==> src/rtl/uart_pkg.sv <==
// Shared UART definitions: data width, status-register bit map and
// register offsets used by the FIFO and the register file.
package uart_pkg;

    localparam int UART_DATA_W = 8;

    localparam int RX_NOT_EMPTY = 0;
    localparam int RX_OVERFLOW  = 1;
    localparam int TX_BUSY      = 2;

    typedef enum logic [1:0] {
        REG_TXDATA = 2'd0,
        REG_RXDATA = 2'd1,
        REG_STATUS = 2'd2,
        REG_CTRL   = 2'd3
    } uart_reg_e;

endpackage

==> src/rtl/uart_rx_fifo_if.sv <==
// Handshake bundle between UART receiver, RX FIFO and register file.
// master drives the push/pop requests, slave is the FIFO.
interface uart_rx_fifo_if
    import uart_pkg::*;
#(
    parameter int DATA_WIDTH = UART_DATA_W,
    parameter int DEPTH      = 16
);
    localparam int LEVEL_W = $clog2(DEPTH) + 1;

    logic [DATA_WIDTH-1:0] in_data;
    logic                  in_valid;
    logic                  in_ready;
    logic [DATA_WIDTH-1:0] out_data;
    logic                  out_valid;
    logic                  out_ready;
    logic [LEVEL_W-1:0]    level;
    logic                  overflow;
    logic                  clear_overflow;
    logic                  flush;

    modport master (
        output in_data, in_valid, out_ready, clear_overflow, flush,
        input  in_ready, out_data, out_valid, level, overflow
    );

    modport slave (
        input  in_data, in_valid, out_ready, clear_overflow, flush,
        output in_ready, out_data, out_valid, level, overflow
    );
endinterface

==> src/rtl/uart_fifo_mem.sv <==
// DEPTH x DATA_WIDTH storage: synchronous write, asynchronous read.
module uart_fifo_mem
    import uart_pkg::*;
#(
    parameter int DATA_WIDTH = UART_DATA_W,
    parameter int DEPTH      = 16,
    parameter int ADDR_W     = $clog2(DEPTH)
) (
    input  logic                  clk_in,
    input  logic                  wr_en,
    input  logic [ADDR_W-1:0]     wr_addr,
    input  logic [DATA_WIDTH-1:0] wr_data,
    input  logic [ADDR_W-1:0]     rd_addr,
    output logic [DATA_WIDTH-1:0] rd_data
);
    logic [DATA_WIDTH-1:0] mem [DEPTH];

    always_ff @(posedge clk_in) begin
        if (wr_en)
            mem[wr_addr] <= wr_data;
    end

    assign rd_data = mem[rd_addr];
endmodule

==> src/rtl/uart_rx_fifo.sv <==
// Receive byte FIFO, first-word-fall-through, drops on full and
// records the loss in a sticky overflow flag.
module uart_rx_fifo
    import uart_pkg::*;
#(
    parameter int DATA_WIDTH = UART_DATA_W,
    parameter int DEPTH      = 16
) (
    input  logic            clk_in,
    input  logic            rst_n,
    uart_rx_fifo_if.slave   bus
);
    localparam int LEVEL_W = $clog2(DEPTH) + 1;
    localparam int ADDR_W  = LEVEL_W - 1;

    logic [LEVEL_W-1:0]    wr_ptr;
    logic [LEVEL_W-1:0]    rd_ptr;
    logic [DATA_WIDTH-1:0] rd_data;
    logic                  empty;
    logic                  full;
    logic                  push;
    logic                  pop;
    logic                  drop;
    logic                  ovf_q;

    // MSB is the wrap bit: same low bits + different wrap = full
    assign empty = (wr_ptr == rd_ptr);
    assign full  = (wr_ptr[ADDR_W-1:0] == rd_ptr[ADDR_W-1:0]) &&
                   (wr_ptr[LEVEL_W-1] != rd_ptr[LEVEL_W-1]);

    assign pop  = bus.out_valid & bus.out_ready;
    assign push = bus.in_valid & (~full | pop);
    // a byte lost to flush is not an overflow
    assign drop = bus.in_valid & full & ~pop & ~bus.flush;

    always_ff @(posedge clk_in or negedge rst_n) begin
        if (!rst_n) begin
            wr_ptr <= '0;
            rd_ptr <= '0;
        end else if (bus.flush) begin
            wr_ptr <= '0;
            rd_ptr <= '0;
        end else begin
            if (push)
                wr_ptr <= wr_ptr + LEVEL_W'(1);
            if (pop)
                rd_ptr <= rd_ptr + LEVEL_W'(1);
        end
    end

    always_ff @(posedge clk_in or negedge rst_n) begin
        if (!rst_n)
            ovf_q <= 1'b0;
        else if (drop)
            ovf_q <= 1'b1;
        else if (bus.clear_overflow)
            ovf_q <= 1'b0;
    end

    uart_fifo_mem #(
        .DATA_WIDTH (DATA_WIDTH),
        .DEPTH      (DEPTH),
        .ADDR_W     (ADDR_W)
    ) u_mem (
        .clk_in  (clk_in),
        .wr_en   (push & ~bus.flush),
        .wr_addr (wr_ptr[ADDR_W-1:0]),
        .wr_data (bus.in_data),
        .rd_addr (rd_ptr[ADDR_W-1:0]),
        .rd_data (rd_data)
    );

    assign bus.in_ready  = ~full | pop;
    assign bus.out_valid = ~empty;
    assign bus.out_data  = rd_data & {DATA_WIDTH{~empty}};
    assign bus.level     = wr_ptr - rd_ptr;
    assign bus.overflow  = ovf_q;
endmodule
==> src/flat_wrapper.sv <==
// flat-port wrapper written by rule: the top's interface ports become plain ports
module uart_rx_fifo_flat import uart_pkg::*;
#(
    parameter int DATA_WIDTH = UART_DATA_W,
    parameter int DEPTH      = 16
)
  (clk_in, rst_n, bus_in_data, bus_in_valid, bus_out_ready, bus_clear_overflow, bus_flush, bus_in_ready, bus_out_data, bus_out_valid, bus_level, bus_overflow);
  uart_rx_fifo_if #(.DATA_WIDTH(DATA_WIDTH), .DEPTH(DEPTH)) bus_i ();
  input  logic clk_in;
  input  logic rst_n;
  input wire logic [$bits(bus_i.in_data)-1:0] bus_in_data;
  input wire logic [$bits(bus_i.in_valid)-1:0] bus_in_valid;
  input wire logic [$bits(bus_i.out_ready)-1:0] bus_out_ready;
  input wire logic [$bits(bus_i.clear_overflow)-1:0] bus_clear_overflow;
  input wire logic [$bits(bus_i.flush)-1:0] bus_flush;
  output wire logic [$bits(bus_i.in_ready)-1:0] bus_in_ready;
  output wire logic [$bits(bus_i.out_data)-1:0] bus_out_data;
  output wire logic [$bits(bus_i.out_valid)-1:0] bus_out_valid;
  output wire logic [$bits(bus_i.level)-1:0] bus_level;
  output wire logic [$bits(bus_i.overflow)-1:0] bus_overflow;
  assign bus_i.in_data = bus_in_data;
  assign bus_i.in_valid = bus_in_valid;
  assign bus_i.out_ready = bus_out_ready;
  assign bus_i.clear_overflow = bus_clear_overflow;
  assign bus_i.flush = bus_flush;
  assign bus_in_ready = bus_i.in_ready;
  assign bus_out_data = bus_i.out_data;
  assign bus_out_valid = bus_i.out_valid;
  assign bus_level = bus_i.level;
  assign bus_overflow = bus_i.overflow;
  uart_rx_fifo #(.DATA_WIDTH(DATA_WIDTH), .DEPTH(DEPTH)) u_core (.clk_in(clk_in), .rst_n(rst_n), .bus(bus_i));
endmodule
==> config.mk <==
export PLATFORM = sky130hd
export DESIGN_NAME = uart_rx_fifo_flat
export DESIGN_NICKNAME = d
export VERILOG_FILES = /design/src/rtl/uart_pkg.sv /design/src/rtl/uart_rx_fifo_if.sv /design/src/rtl/uart_fifo_mem.sv /design/src/rtl/uart_rx_fifo.sv /design/src/flat_wrapper.sv
export SDC_FILE = /design/constraint.sdc
export NUM_CORES = 1
export LEC_CHECK = 0
export CORE_UTILIZATION = 50
export CTS_BUF_LIST = sky130_fd_sc_hd__clkbuf_4 sky130_fd_sc_hd__clkbuf_8
export DETAILED_ROUTE_END_ITERATION = 10
export GPL_TIMING_DRIVEN = 0
export PLACE_DENSITY = 0.68
export SYNTH_ARGS = -nofsm -noshare
export SYNTH_HDL_FRONTEND = slang
export SYNTH_SLANG_ARGS = --single-unit
==> constraint.sdc <==
create_clock -name clk_in -period 2.9 [get_ports clk_in]
set_input_delay 0.435 -clock clk_in [delete_from_list [all_inputs] [get_ports clk_in]]
set_output_delay 0.435 -clock clk_in [all_outputs]
set_load 0.005 [all_outputs]
==> key figures <==
Status
  – Status: finished, final reports clean

STA
  – Final Hold Vio Count: 0
  – Final period util: 98.3%
  – Worst Skew: between 0.009 and 0.01 ns
  – Max Transition Viols Final: 0
  – Max Fclk: between 300 and 400 MHz
  – Setup total negative slack: 0 ns
  – RSZ-0062 raised after global routing: true
  – Relative slew slack: approximately 47%
  – Period minus WS final: about 2.9 ns
  – Final setup fails: 0
  – Final WS setup: approximately 0.048 ns
  – Worst slew pin tran: ~0.8 ns

Route
  – First-pass iteration count of the detailed router: 4
  – Initial DRC Count: ~230
  – Via count: 3,041
  – Vias per cell: approximately 5.8
  – ANT nets after route: 0
  – Drc violations: 0
  – WL final: approximately 12,000 um
  – Routed len/inst: between 20 and 25 um

Worst hold path
  – HP Class: in -> async

Job
  – Max cap viols: 0

Clock tree
  – CTS Buf Count: 17
  – CTS max path bufs: 2
  – Sink Count: 139
  – CTS Hold Bufs: 0
  – Worst-path clk slew: 0.07 ns
  – CTS tree: yes
  – CTS root buffer: clkbuf_8
  – Latest clock arrival within the worst-skew pair: roughly 0.44 ns
  – H-Tree Depth: 4

Power and ir drop
  – Overall power: 0.00453 W
  – Leak: approximately 2.3 nW
  – Reg power frac: 49.0%
  – Sw frac: roughly a quarter
  – Power Internal: 0.00339 W
  – Worst vdd ir: about 0.38 mV
  – Comb power frac: between 15 and 20%
  – Net Switching: roughly 0.0011 W
  – Clock share of power: a little under a third
  – PwrDens: 665 nW/um^2

Final layout
  – Share of layout cells above drive strength 1: 29.9%
  – Fill cells: ~800
  – Area Overhead vs Synth: 18.1%
  – Final Util: between 60 and 70%
  – Nets: 399
  – Post-layout instance area: approximately 7000 sq um
  – Ant diodes: 0

Place
  – Placement Cell Area: ~6200 sq um
  – Gp weighted congestion: ~0.85
  – Pre-CTS WS: -0.506 ns
  – Post-DP HPWL: about 7400 um
  – IO buf count: 29

GRT
  – Met1 usage: between 20% and 30%
  – Top Usage Layer GRT: met2
  – Vias in the first global route: between 3,000 and 4,000
  – First-pass GRT wire length: 18,000 um
  – Initial antenna violation count: 0
  – GRT Total Usage: 22.3%
  – Remaining global-route overflow: 0
  – Grt met3 use: ~6.2%
  – GR Util met2: between 30% and 40%
  – Pin count of the biggest net entering global routing: 17

Synth
  – Post-synth EDFFs: ~130
  – Syn. warnings: 0
  – Post-Syn Area: slightly below 6000 sq um
  – Async SR Flop Fraction: under 10%
  – Part of the Yosys area used for sequential elements: 71.4%
  – Yosys reg bits: between 100 and 150
  – Mapped Cells: between 300 and 400
  – Post-synth cell types: 38
  – Synth Net Count: about 340
  – Syn_area_per_cell: around 18 sq um
  – Post-synth top flop: edfxtp_1

Floorplan
  – CORE AREA: around 11,000 sq um
  – Row count: 38
  – Initial Utilization: 52.3%
  – Die width: approximately 110 um
  – Die Ht: 109 um
  – Top Ports: 30
  – Total die area: between 10,000 and 15,000 sq um

Worst setup path
  – Crit path kind: reg -> out
  – Critical Path AT: around 2.4 ns
  – Crit Path Max Fanout: 10
  – Startpoint Class: flop
  – WP data required: 2.47 ns
  – Worst setup EP type: output pin
-- critical path, stage by stage (launching register included) --
cell and delay, ns:
dfrtp_1 0.39, buf_6 0.12, buf_4 0.09, buf_4 0.14, buf_2 0.26, mux4_1 0.36
nand2_1 0.10, a21oi_1 0.10, a221o_1 0.29, buf_2 0.14
-- power groups by stage --
stage | logic [W] | clock network [W] | registers [W]
2_1_floorplan | 0.000487 | 0 | 0.00226
3_3_place_gp | 0.000794 | 0 | 0.00227
3_5_place_dp | 0.000804 | 0 | 0.00227
4_1_cts | 0.000897 | 0.00144 | 0.00222
5_1_grt | 0.000973 | 0.00153 | 0.00222
6_report | 0.000903 | 0.00141 | 0.00222
-- cell usage in the layout, fill, tap and decap left out, types with 10 or more instances in the layout --
cell type	synthesis	final
buf_4	1	12
clkdlybuf4s50_1	0	19
mux4_2	23	23
edfxtp_1	128	128
buf_2	3	10
nor2_2	1	10
clkbuf_8	0	17
a21oi_1	14	13
dfrtp_1	11	11
nand2_1	22	22
-- registers in the layout, indices dropped and copies added, names as in the netlist --
register / count
u_core.rd_ptr: 5
u_core.bus.overflow: 1
u_core.wr_ptr: 5
u_core.u_mem.mem: 128
-- area by class of cell --
class / count / area (sq um) / area share, %
flip-flops and latches: 139 / 4120 / 60.4
inverters: 12 / 45.0 / 0.661
plain buffers: 13 / 109 / 1.60
well taps: 140 / 175 / 2.57
multi-input cells: 149 / 1640 / 24.0
clock buffers: 20 / 256 / 3.76
repair buffers: 43 / 377 / 5.52
clock inverters: 12 / 100 / 1.47
-- path summary, 6_finish.rpt --
kind	from	end	slack, ns	cells past startpoint
min in group clk_in	u_core.bus.overflow$_DFFE_PN0P_	u_core.bus.overflow$_DFFE_PN0P_	0.54	2
max reg2reg	u_core.rd_ptr[1]$_DFFE_PN0P_	u_core.u_mem.mem[10][2]$_DFFE_PP_	0.13	8
min	rst_n	u_core.wr_ptr[1]$_DFFE_PN0P_	0.36	1
min reg2reg	u_core.bus.overflow$_DFFE_PN0P_	u_core.bus.overflow$_DFFE_PN0P_	0.54	2
max	u_core.rd_ptr[1]$_DFFE_PN0P_	bus_out_data[4]	0.05	9
max in group asynchronous	rst_n	u_core.bus.overflow$_DFFE_PN0P_	2.16	1
-- layer usage --
metal | share of wire, % | vias to the layer above
met5 | 0 | -
met4 | 1.6 | 0
met3 | 5.5 | 17
met2 | 50 | 90
met1 | 42 | 1556
li1 | - | 1378
-- kinds of logic after synthesis --
family,Yosys count,share of synthesized area [%]
DFF,139,71.4
muxes,33,13.2
buffers and inverters,25,2.47
xor gates and xnor gates,10,1.65
and+or+nand+nor,61,4.88
adders and majority gates,10,2.30
AOI/OAI and AO/OA,35,4.10
-- synth_stat cells (all sizes together), types with 2 or more instances --
| cell | n | share of area [%] |
|---|---|---|
| clkbuf | 3 | 0.26 |
| mux4 | 32 | 13 |
| ha | 9 | 2.0 |
| inv | 12 | 0.78 |
| xnor2 | 7 | 1.1 |
| o21ai | 5 | 0.50 |
| nand2 | 22 | 1.4 |
| nor2 | 19 | 1.3 |
| dfrtp | 11 | 4.8 |
| nand3 | 4 | 0.35 |
| nand4 | 3 | 0.33 |
| edfxtp | 128 | 67 |
| a21oi | 14 | 1.2 |
| xor2 | 3 | 0.59 |
| a21o | 2 | 0.26 |
| a221o | 8 | 1.4 |
| nor3 | 6 | 0.69 |
| a31oi | 2 | 0.22 |
| or3 | 3 | 0.33 |
| nand2b | 3 | 0.33 |
| buf | 10 | 1.4 |
-- through the flow --
step                hold slack (ns)  cells
floorplan                     0.139    313
global placement              0.522    482
detailed placement            0.531    482
CTS                           0.350    528
global route                  0.366    528
finish                        0.364    528
-- repair_timing --
action	4_1_cts	5_1_grt
pin swaps	8	5
resized for setup	49	18
setup buffers	14	3
gates cloned	0	0
endpoints found under the setup margin	124	99
hold endpoints to repair	0	0
(Power assumes the default switching activity.)
